`src/rtl/vec_chunk_fifo.sv`:
```
`default_nettype none
// ============================================================================
// vec_chunk_fifo : chunked FWFT vector FIFO feeding the vector MAC stages.
// Optional macro VEC_CHUNK_FIFO_ERR_FLAGS_EN builds sticky overflow/underflow.
// Revision: 1.0
// ============================================================================
module vec_chunk_fifo #(
  parameter int VecLength   = 16,
  parameter int WorkingRegs = 4,
  parameter int NBits       = 8,
  parameter int DepthVecs   = 2
) (
  input  logic                                                     clk_in,
  input  logic                                                     rst_in,
  input  logic                                                     wr_en,
  input  logic signed [WorkingRegs-1:0][NBits-1:0]                 wr_data,
  output logic                                                     wr_ready,
  input  logic                                                     rd_req,
  output logic signed [WorkingRegs-1:0][NBits-1:0]                 rd_data,
  output logic                                                     rd_valid,
  output logic                                                     rd_last,
  output logic                                                     vec_ready,
  output logic [$clog2(DepthVecs*VecLength/WorkingRegs+1)-1:0]     chunk_count,
  output logic                                                     overflow,
  output logic                                                     underflow
);

  localparam int D      = DepthVecs * VecLength / WorkingRegs;
  localparam int CHUNKS = VecLength / WorkingRegs;
  localparam int PW     = (D > 1) ? $clog2(D) : 1;
  localparam int CW     = $clog2(D + 1);
  localparam int IW     = (CHUNKS > 1) ? $clog2(CHUNKS) : 1;

  localparam logic [PW-1:0] LAST_PTR = PW'(D - 1);
  localparam logic [IW-1:0] LAST_IDX = IW'(CHUNKS - 1);
  localparam logic [CW-1:0] FULL_CNT = CW'(D);
  localparam logic [CW-1:0] VEC_CNT  = CW'(CHUNKS);

  typedef logic signed [WorkingRegs-1:0][NBits-1:0] chunk_t;

  chunk_t        mem [D];
  logic [PW-1:0] wr_ptr;
  logic [PW-1:0] rd_ptr;
  logic [IW-1:0] rd_chunk_idx;
  logic [CW-1:0] count;

  logic full;
  logic empty;
  logic push;
  logic pop;

  assign full  = (count == FULL_CNT);
  assign empty = (count == '0);
  assign push  = wr_en && !full;
  assign pop   = rd_req && !empty;

  // Storage carries no reset; reads are masked by empty instead.
  always_ff @(posedge clk_in) begin
    if (push) begin
      mem[wr_ptr] <= wr_data;
    end
  end

  always_ff @(posedge clk_in) begin
    if (rst_in) begin
      wr_ptr       <= '0;
      rd_ptr       <= '0;
      rd_chunk_idx <= '0;
      count        <= '0;
    end else begin
      if (push) begin
        wr_ptr <= (wr_ptr == LAST_PTR) ? '0 : wr_ptr + 1'b1;
      end
      if (pop) begin
        rd_ptr       <= (rd_ptr == LAST_PTR) ? '0 : rd_ptr + 1'b1;
        rd_chunk_idx <= (rd_chunk_idx == LAST_IDX) ? '0 : rd_chunk_idx + 1'b1;
      end
      case ({push, pop})
        2'b10:   count <= count + 1'b1;
        2'b01:   count <= count - 1'b1;
        default: count <= count;
      endcase
    end
  end

  assign wr_ready    = !full;
  assign rd_valid    = !empty;
  assign rd_data     = empty ? chunk_t'('0) : mem[rd_ptr];
  assign rd_last     = !empty && (rd_chunk_idx == LAST_IDX);
  assign vec_ready   = (count >= VEC_CNT);
  assign chunk_count = count;

`ifdef VEC_CHUNK_FIFO_ERR_FLAGS_EN
  logic overflow_q;
  logic underflow_q;

  always_ff @(posedge clk_in) begin
    if (rst_in) begin
      overflow_q  <= 1'b0;
      underflow_q <= 1'b0;
    end else begin
      if (wr_en && full) begin
        overflow_q <= 1'b1;
      end
      if (rd_req && empty) begin
        underflow_q <= 1'b1;
      end
    end
  end

  assign overflow  = overflow_q;
  assign underflow = underflow_q;
`else
  assign overflow  = 1'b0;
  assign underflow = 1'b0;
`endif

endmodule
`default_nettype wire

```
`config.mk`:
```
export PLATFORM = sky130hd
export DESIGN_NAME = vec_chunk_fifo
export DESIGN_NICKNAME = d
export VERILOG_FILES = /design/src/rtl/vec_chunk_fifo.sv
export SDC_FILE = /design/constraint.sdc
export NUM_CORES = 1
export LEC_CHECK = 0
export BUFFER_PORTS_ARGS = -buffer_cell sky130_fd_sc_hd__buf_2
export CORE_AREA = 2 2 132 134
export CTS_CLUSTER_SIZE = 24
export DETAILED_ROUTE_END_ITERATION = 10
export DIE_AREA = 0 0 134 136
export PLACE_DENSITY_LB_ADDON = 0.05
export SYNTH_ARGS = -nofsm -noshare
export SYNTH_HDL_FRONTEND = slang
export SYNTH_SLANG_ARGS = --single-unit
```
`constraint.sdc`:
```
create_clock -name clk_in -period 8 [get_ports clk_in]
set_clock_uncertainty 0.1 [all_clocks]
set_input_delay 2 -clock clk_in [delete_from_list [all_inputs] [get_ports clk_in]]
set_output_delay 2 -clock clk_in [all_outputs]
set_load 0.005 [all_outputs]
```
==> impl_results.md, run 1 <==
* Status: finished, final reports clean
* Peak supply drop at around 0.00026 V
* Final Setup Violations at 0
* Multi-input gate area at about 2400 µm²
* TritonCTS Buffers at 27
* Largest net degree at the start of global routing at 65
* Most frequent cells after synthesis: edfxtp_1, mux4_2, nor2_1, mux2i_1, dfxtp_1
* Final Hold Viols at 0
* Fillers at 1017
* Part of the cycle the worst path needs at a little over three fifths
* Post-route cell area at between 10000 and 15000 µm²
* Global route overflow at 0
* CP arrival at approximately 3.0 ns
* Setup bufs post-CTS at 0
* Final cell count without fillers at roughly 840
* Nets at roughly 640
* Routed WL at about 19 mm
* Max-cap violation count at 0
* Tot GR Track Use at 21.99%
* Clk sinks at roughly 270
* Yosys reg bits at 271
* FFs w/ async S/R, synth at 0%
* Mapped cell area at roughly 11000 µm²
* Setup WS pre-CTS at ~3.4 ns
* DR WL/cell at approximately 23 µm
* Top cell type's share of synthesized area at between 70 and 80%
* Die area at 18220 µm²
* Die width at 134 µm
* # rows at 48
* RSZ-0062 raised after global routing: false
* Met1 Use GR at 30.97%
* Share of cells above drive strength 1 at 35.62%
* Actual slew at the worst max-slew pin at between 0.9 and 1 ns
* Fin Setup TNS at 0 ns
* Worst Setup Start Kind: flip-flop
* Most frequent cell after synthesis: edfxtp_1
* Syn Area/Cell at about 21 µm²
* Pleak at roughly 4.0 nW
* Port Buf Inserts at 75
* F_max at just under 200 MHz
* DIE HEIGHT at 136 µm
* Dpl cells at just under 800
* IO Count at around 80
* Remaining DRCs at 0
* Post-DP HPWL at about 11 mm
* Busiest grt layer: met2
* Number of enable flip-flop cells after synthesis at 256
* Required @ worst endpoint at just under 6 ns
* CTS-repair resized insts at 0
* Core Region at approximately 17000 µm²
* Initial antenna violation count at 0
* Power Dens Cells at around 300 nW/µm²
* Dpl cell area at about 11000 µm²
* Sequential cell area at between 7000 and 8000 µm²
* Area growth syn-to-layout at 14.51%
* DR vias at 4957
* First-pass GRT wire length at ~30 mm
* Routed Antenna Nets at 0
* Hold_ws at approximately 0.38 ns
* Sequential element share of the synthesized area at between 70% and 80%
* Largest area contributor in the netlist: edfxtp_1
* Pwr Total at ~3.7 mW
* Clk slew on worst S/H paths at around 0.060 ns
* Post-synth top flop: edfxtp_1
* CP Class: flip-flop to output port
* Critical path capture point type: output port
* DRT iter0 DRCs at roughly 300
* Post-synthesis cell count at ~500
* Vias in the first global route at approximately 5.1k
* Post-CTS Hold Fix Bufs at 0
* Final GP Congestion at approximately 0.7
* Library cells used by synthesis at 36
* Final setup margin at roughly 2.9 ns
* N_diodes at 0
* Post-DR vias/cell at a little under 6
* Grt met3 use at 4.437%
* Synth top area cells: edfxtp_1, mux4_2, mux2i_1
* First-pass DRT Iterations at 4
* Crit-path max FO at 33
* Hold crit path type: flip-flop to flip-flop
* Final Critical Period at about 5.1 ns
* Pins Over Slew Limit at 0
* CTS root buf: clkbuf_16
* Met2 Resource Use GR at between 30% and 40%
* Core Util, Final at between 70% and 80%
* H-tree levels at 1
* Initial core utilization at 62.50%
* Worst-Skew Late Latency at roughly 0.52 ns
* Clk buf depth at 3
* TritonCTS clock tree: yes
* Slew Limit Headroom at between 30% and 40%
* Yosys warning count at 0
per-layer routing:
metal / part of all wire (%) / vias to the layer above
li1: - / 2206
met1: 41 / 2581
met2: 51 / 153
met3: 6.4 / 17
met4: 0.82 / 0
met5: 0 / -
worst max-delay path, cell delays in order, from the launching register on:
cell,delay (ns)
dfxtp_4,0.76
buf_4,0.65
mux4_2,0.59
mux2i_1,0.20
nor2_1,0.06
buf_2,0.14
final cells by class:
class / count / area share [%]
sequential: 271 / 66.19
multi-input combinational: 198 / 20.13
clock buffer: 32 / 5.832
timing repair buffer: 91 / 4.102
tap: 225 / 2.331
clock inverter: 18 / 1.357
inverter: 2 / 0.06216
where the power goes:
group          switching (mW)  internal [mW]  total [mW]
clock                   0.500          0.723        1.22
sequential             0.0685           1.63        1.69
combinational           0.381          0.372       0.753
total                   0.950           2.72        3.67
flip-flops by register name, indices dropped and copies added (netlist names), named ones only:
name          cells
mem             256
chunk_count       4
rd_ptr            3
wr_ptr            3
rd_chunk_idx      2
cell usage in the layout (no fill, tap or decap), drive strengths merged:
cell type / synthesis / layout
clkinvlp: 0 / 1
bufinv: 0 / 3
or3: 4 / 4
nand2: 10 / 10
nor3b: 1 / 1
or4b: 1 / 1
or2: 1 / 1
nor2b: 1 / 1
o21ai: 2 / 2
nor3: 5 / 5
inv: 2 / 3
nand3: 3 / 3
xor2: 3 / 3
clkbuf: 10 / 32
nand2b: 3 / 3
ha: 8 / 8
a32o: 1 / 1
nor4: 1 / 1
buf: 16 / 91
a21oi: 8 / 8
nor2: 41 / 41
nand4b: 1 / 1
mux2i: 35 / 35
mux2: 1 / 1
o22ai: 1 / 1
clkinv: 0 / 13
mux4: 64 / 64
conb: 1 / 2
and2: 1 / 1
edfxtp: 256 / 256
dfxtp: 15 / 15
path summary, 6_finish.rpt:
| path | start | endpoint | slack (ns) | cells after the start |
|---|---|---|---|---|
| setup / recovery | flip-flop | rd_data[23] | 2.94 | 5 |
| hold / removal | rd_ptr[1] | flip-flop | 0.38 | 2 |
| setup reg to reg | chunk_count[2] | chunk_count[2] | 4.93 | 13 |
| hold reg to reg | rd_ptr[1] | flip-flop | 0.38 | 2 |
kinds of logic (layout without fill, tap and decap cells):
kind of cell	after synthesis	after routing	synth area share, %
AO/OA/AOI/OAI	12	12	0.7355
XOR/XNOR	3	3	0.2492
adder cells (fa/ha/maj)	8	8	0.9490
buffers and inverters	28	143	1.720
flip-flops	271	271	75.73
multiplexers	100	100	17.09
other	1	2	0.03555
AND/OR/NAND/NOR	73	73	3.488
(Power assumes the default switching activity.)
==> inputs of run 2 (changes only) <==
ABC_AREA = 1   (was not set)
CORE_AREA = 2 2 138 140   (was 2 2 132 134)
DIE_AREA = 0 0 140 142   (was 0 0 134 136)
clock period = 5.2 ns   (was 8 ns; I/O delays follow)
==> impl_results.md, run 2 <==
* Setup bufs post-CTS at 0 (unchanged)
* Fin Setup TNS at 0 ns (unchanged)
* DR vias at 6955 (+40%)
* Worst Setup Start Kind: flip-flop
* Remaining DRCs at 6 (+6)
* Actual slew at the worst max-slew pin at 0.9995 ns (+0.002306 ns)
* CTS root buf: clkbuf_16
* Tot GR Track Use at 23.66% (+1.7 points)
* FFs w/ async S/R, synth at 0% (unchanged)
* Power Dens Cells at 494.7 nW/µm² (+63%)
* # rows at 50 (+4.2%)
* Die width at 140 µm (+4.5%)
* Largest net degree at the start of global routing at 97 (+49%)
* Largest reg by FF count: mem
* Clk slew on worst S/H paths at 0.06 ns (about the same)
* Mapped cell area at 10900 µm² (+3.3%)
* First-pass GRT wire length at 36.56 mm (+23%)
* DRT iter0 DRCs at 812 (+170%)
* Setup WS pre-CTS at 1.368 ns (-1.994 ns)
* Most frequent cells in the layout: edfxtp_1, nor2_1, o21ai_0
* Area growth syn-to-layout at 12.34%
* H-tree levels at 1 (unchanged)
* Part of the cycle the worst path needs at between 80% and 90%
* Most frequent cells after synthesis: edfxtp_1, nor2_1, o21ai_0, nand2_1
* Largest area contributor in the netlist: edfxtp_1
* Failing checks: design-rule violations
* Routed Antenna Nets at 0 (unchanged)
* DIE HEIGHT at 142 µm (+4.4%)
* Post-DP HPWL at 12.47 mm (+18%)
* Die area at 19880 µm² (+9.1%)
* Worst-Skew Late Latency at 0.53 ns (about the same)
* Number of enable flip-flop cells after synthesis at 256 (unchanged)
* First-pass DRT Iterations at 10 (+6)
* Crit-path max FO at 51 (+55%)
* Final setup margin at 0.8782 ns (-2.059 ns)
* Final Hold Viols at 0 (unchanged)
* Synth top area cells: edfxtp_1, nor2_1, o21ai_0
* Port Buf Inserts at 75 (unchanged)
* Clk sinks at 271 (unchanged)
* Peak supply drop at 0.0005767 V (+120%)
* Hold crit path type: flip-flop to flip-flop
* Clk buf depth at 3 (unchanged)
* Vias in the first global route at 6812 (+32%)
* Initial core utilization at 59.06% (-3.4 points)
* Yosys warning count at 0 (unchanged)
* DR WL/cell at 19.47 µm (-16%)
* Multi-input gate area at 2551 µm² (+4.9%)
* Max-cap violation count at 0 (unchanged)
* Global route overflow at 0 (unchanged)
* Post-synthesis cell count at 868 (+75%)
* Final Setup Violations at 0 (unchanged)
* Final GP Congestion at 0.8431 (+18%)
* CP Class: flip-flop to output port
* Status: finished, violations left
* Library cells used by synthesis at 29 (-19%)
* Final Critical Period at about 4.3 ns
* Post-synth top flop: edfxtp_1
* TritonCTS Buffers at 28 (+3.7%)
* Critical path capture point type: output port
* IO Count at 78 (unchanged)
* Required @ worst endpoint at 3.80 ns (-2.10 ns)
* CP arrival at 2.92 ns (-0.04 ns)
* Initial antenna violation count at 0 (unchanged)
* Number of flip-flops in the largest register at 256 (unchanged)
* Post-CTS Hold Fix Bufs at 0 (unchanged)
* Fillers at 1352 (+33%)
* Core Region at 18460 µm² (+9.4%)
* RSZ-0062 raised after global routing: false
* Share of cells above drive strength 1 at 15.71% (-20 points)
* Nets at 979 (+54%)
* Sequential element share of the synthesized area at 73.28% (-2.5 points)
* TritonCTS clock tree: yes
* Syn Area/Cell at 12.56 µm² (-41%)
* Slew Limit Headroom at 33.37% (+0.21 points)
* Pins Over Slew Limit at 0 (unchanged)
* Pleak at 4.356 nW (+9.3%)
* Most common cell after layout, fill and taps aside: edfxtp_1
* Yosys reg bits at 271 (unchanged)
* Most frequent cell after synthesis: edfxtp_1
* Sequential cell area at 7994 µm² (unchanged)
* Post-DR vias/cell at 5.845 (-1.3%)
* Top cell type's share of synthesized area at 70.52% (-2.4 points)
* CTS-repair resized insts at 0 (unchanged)
* Routed WL at 23.17 mm (+20%)
* F_max at approximately 230 MHz
-- run 2: final timing paths --
path,start,end,slack [ns],cells past startpoint
max reg2reg,chunk_count[1],mem[6][6],2.58,5
min reg2reg,rd_chunk_idx[1],rd_chunk_idx[1],0.37,2
min,rd_chunk_idx[1],rd_chunk_idx[1],0.37,2
max,flip-flop,rd_data[5],0.88,7
-- run 2: stage by stage --
| stage | hold slack, ns | std cells | cell area [µm²] | util, % | total power, mW |
|---|---|---|---|---|---|
| floorplan | 0.3442 | 869 | 10900 | - | 3.776 |
| detailed placement | 0.3614 | 1139 | 11390 | 61.74 | 4.270 |
| global placement | 0.3542 | 1139 | 11390 | 61.74 | 4.209 |
| finish | 0.3662 | 1190 | 12250 | 66.35 | 6.057 |
| CTS | 0.3701 | 1189 | 12240 | 66.34 | 6.089 |
| global route | 0.4044 | 1189 | 12240 | 66.34 | 6.381 |
-- run 2: metal layers --
| layer | up-vias | track usage (%) | share of wire (%) |
|---|---|---|---|
| met3 | 46 | 3.634 | 6.7 |
| met1 | 3406 | 33.03 | 43 |
| li1 | 3249 | - | - |
| met2 | 254 | 39.46 | 48 |
| met4 | 0 | 6.752 | 2.1 |
| met5 | - | 0 | 0 |
-- run 2: logic make-up (layout without fill, tap and decap cells) --
logic type      Yosys count  after routing  share of synthesized area, %
flops                   271            271                         73.28
other cells               1              3                       0.03440
buf+inv                  72            158                         3.903
compound gates          206            206                         10.61
simple gates            307            307                         11.02
fa+ha+maj                 8              8                        0.9183
xor+xnor                  3              3                        0.2411
-- run 2: critical path, cell delays in order, from the launching register on --
cell      delay [ns]
dfxtp_4         0.57
clkinv_2        0.64
buf_4           0.52
o21ai_0         0.24
o22ai_1         0.10
nor2_1          0.09
nor2_1          0.07
buf_2           0.13
-- run 2: where the power goes --
group          leakage (nW)  total [mW]  internal, mW  switching, mW
clock                 0.420        1.84          1.06          0.774
combinational          1.49        1.56         0.515           1.05
sequential             2.45        2.66          2.57         0.0886
-- run 2: layout make-up --
class	count	area share, %
multi-input cells	526	20.83
inverters	18	0.5620
repair buffers	90	3.985
clock buffers	34	6.079
diodes	1	0.02044
flip-flops and latches	271	65.28
well taps	234	2.391
clock inverters	16	0.8481
==> inputs of run 3 (changes only) <==
ABC_AREA = 0   (was 1)
CORE_AREA = 2 2 143 145   (was 2 2 138 140)
DIE_AREA = 0 0 145 147   (was 0 0 140 142)
clock period = 3.66 ns   (was 5.2 ns; I/O delays follow)
==> impl_results.md, run 3 (same netlist as run 1, synthesis figures left out) <==
* Register share of total power at 45.5% (+1.6 points)
* Slew Limit Headroom at 55.23% (+22 points)
* Int Pwr at 6.102 mW (+47%)
* CP arrival at 2.40 ns (-0.52 ns)
* Clk slew on worst S/H paths at 0.06 ns (about the same)
* R2r endpoint: chunk_count[2]
* Critical hold path startpoint: rd_ptr[1]
* Global route overflow at 0 (unchanged)
* Dpl cells at 837 (-27%)
* DRT iter0 DRCs at 327 (-60%)
* Cell family with most CP delay: flip-flops
* Nets at 640 (-35%)
* RSZ-0062 raised after global routing: false
* CTS root buf: clkbuf_16
* Worst Setup Start Kind: flip-flop
* DIE HEIGHT at 147 µm (+3.5%)
* First-pass GRT wire length at 30.83 mm (-16%)
* Clk sinks at 271 (unchanged)
* Fillers at 1416 (+4.7%)
* TritonCTS clock tree: yes
* Hold path depth at 2 (unchanged)
* Clk buf depth at 3 (unchanged)
* Initial core utilization at 53.15% (-5.9 points)
* Post-route cell area at 12310 µm² (+0.56%)
* Post-DP HPWL at 11.36 mm (-8.9%)
* Final Hold Viols at 0 (unchanged)
* Dpl cell area at 11420 µm² (+0.23%)
* IO Count at 78 (unchanged)
* CTS-repair resized insts at 0 (unchanged)
* Final Critical Period at 3.412 ns
* Largest net degree at the start of global routing at 42 (-57%)
* Core Region at 19840 µm² (+7.5%)
* Tot GR Track Use at 19.04% (-4.6 points)
* Routed Antenna Nets at 0 (unchanged)
* Setup bufs post-CTS at 0 (unchanged)
* Required @ worst endpoint at 2.64 ns (-1.16 ns)
* DR WL/cell at 22.38 µm (+15%)
* Final Setup Violations at 0 (unchanged)
* Part of the cycle the worst path needs at between 90% and 100%
* Post-CTS Hold Fix Bufs at 0 (unchanged)
* Number of flip-flops in the largest register at 256 (unchanged)
* R2R Setup Slk at 0.92 ns (-1.66 ns)
* WP buf/inv at 2 (-1)
* Power share of the combinational group at 20.8% (-5.0 points)
* Die area at 21320 µm² (+7.2%)
* Max-cap violation count at 0 (unchanged)
* Pleak at 4.042 nW (-7.2%)
* # rows at 52 (+4.0%)
* Switching Share at 25.52% (-6.0 points)
* Actual slew at the worst max-slew pin at 0.6715 ns (-0.3279 ns)
* Pins Over Slew Limit at 0 (unchanged)
* Initial antenna violation count at 1 (+1)
* Clock power share at 33.7% (+3.4 points)
* DR vias at 4964 (-29%)
* Most frequent cells in the layout: edfxtp_1, buf_2, mux4_2
* H-tree levels at 1 (unchanged)
* FF-to-FF Start: chunk_count[2]
* Worst-Skew Late Latency at 0.52 ns (about the same)
* Final cell count without fillers at 886 (-26%)
* N_diodes at 0 (-1)
* Peak supply drop at 0.0003641 V (-37%)
* Area growth syn-to-layout at 16.75%
* Final GP Congestion at 0.6859 (-19%)
* Core Util, Final at 62.06% (-4.3 points)
* Worst r2r path cells at 12 (+7)
* Crit-path max cell delay at 0.71 ns (+0.07 ns)
* F_max at around 300 MHz
* Power Dens Cells at 665.3 nW/µm² (+34%)
* Crit-path max FO at 25 (-51%)
* Post-DR vias/cell at 5.603 (-4.1%)
* Status: finished, final reports clean
* Remaining DRCs at 0 (-6)
* Critical Path Slowest Stage Cell: dfxtp_4
* Largest reg by FF count: mem
* Cells along the critical path: buf_12 -> mux4_2 -> mux2i_1 -> nor2_1 -> buf_2
* Share of cells above drive strength 1 at 36.04% (+20 points)
* Port Buf Inserts at 75 (unchanged)
* Hold crit path type: flip-flop to flip-flop
* Vias in the first global route at 5329 (-22%)
* TritonCTS Buffers at 27 (-3.6%)
* Critical path capture point type: output port
* Most common cell after layout, fill and taps aside: edfxtp_1
* First-pass DRT Iterations at 4 (-6)
* Pwr Total at 8.192 mW (+35%)
* Sw Pwr at 2.091 mW (+9.5%)
* Routed WL at 19.83 mm (-14%)
* CP Class: flip-flop to output port
* Die width at 145 µm (+3.6%)
run 3: cell count changes in the layout (fill, tap and decap cells not counted), moves of 8 or more:
cell and delta:
nand2_1 -50, o21ai_0 -123, inv_1 -13, buf_12 +8, mux4_2 +64, nor2_1 -195
o211ai_1 -32, o22ai_1 -31, mux2i_1 +35
run 3: worst min-delay path: stages, from the launching register on:
cell	delay [ns]
dfxtp_1	0.31
nand2_1	0.05
a21oi_1	0.06
run 3: area by class of cell:
class / instances / area [µm²] / area share [%]
Timing Repair Buffer: 96 / 633.1 / 5.141
Inverter: 2 / 7.507 / 0.06096
Multi-Input combinational cell: 198 / 2446 / 19.86
Sequential cell: 271 / 7996 / 64.94
Tap cell: 270 / 337.8 / 2.743
Clock inverter: 14 / 167.7 / 1.362
Clock buffer: 35 / 725.7 / 5.893
run 3: worst max-delay path by stage:
stage / cells past startpoint / slack, ns / end
6_report: 5 / 0.25 / rd_data[14]
2_1_floorplan: 2 / -0.12 / mem[1][0]
3_5_place_dp: 5 / 0.73 / rd_data[14]
5_1_grt: 5 / 0.08 / rd_data[8]
4_1_cts: 5 / 0.17 / rd_data[14]
3_3_place_gp: 5 / 0.71 / rd_data[12]
run 3: per-stage QoR:
stage / setup WS [ns] / hold WS, ns / setup TNS, ns
2_1_floorplan: -0.1245 / 0.3493 / -11.96
3_3_place_gp: 0.7110 / 0.3546 / 0
3_5_place_dp: 0.7269 / 0.3709 / 0
4_1_cts: 0.1740 / 0.3802 / 0
5_1_grt: 0.08058 / 0.4125 / 0
6_report: 0.2483 / 0.3748 / 0
run 3: per-layer routing:
metal  track usage (%)  up-vias  part of all wire, %
met3             3.261       21                  4.9
met4             4.455        2                  1.4
met2             31.71      123                   50
met1             26.90     2591                   44
li1                  -     2227                    -
met5                 0        -                0.066
run 3: power by group through the flow:
| stage | Combinational (mW) | Clock [mW] | Sequential (mW) |
|---|---|---|---|
| global placement | 1.72 | 0 | 3.79 |
| CTS | 1.75 | 2.82 | 3.74 |
| finish | 1.71 | 2.76 | 3.73 |
| floorplan | 1.22 | 0 | 3.67 |
| detailed placement | 1.75 | 0 | 3.81 |
| global route | 1.87 | 2.95 | 3.76 |
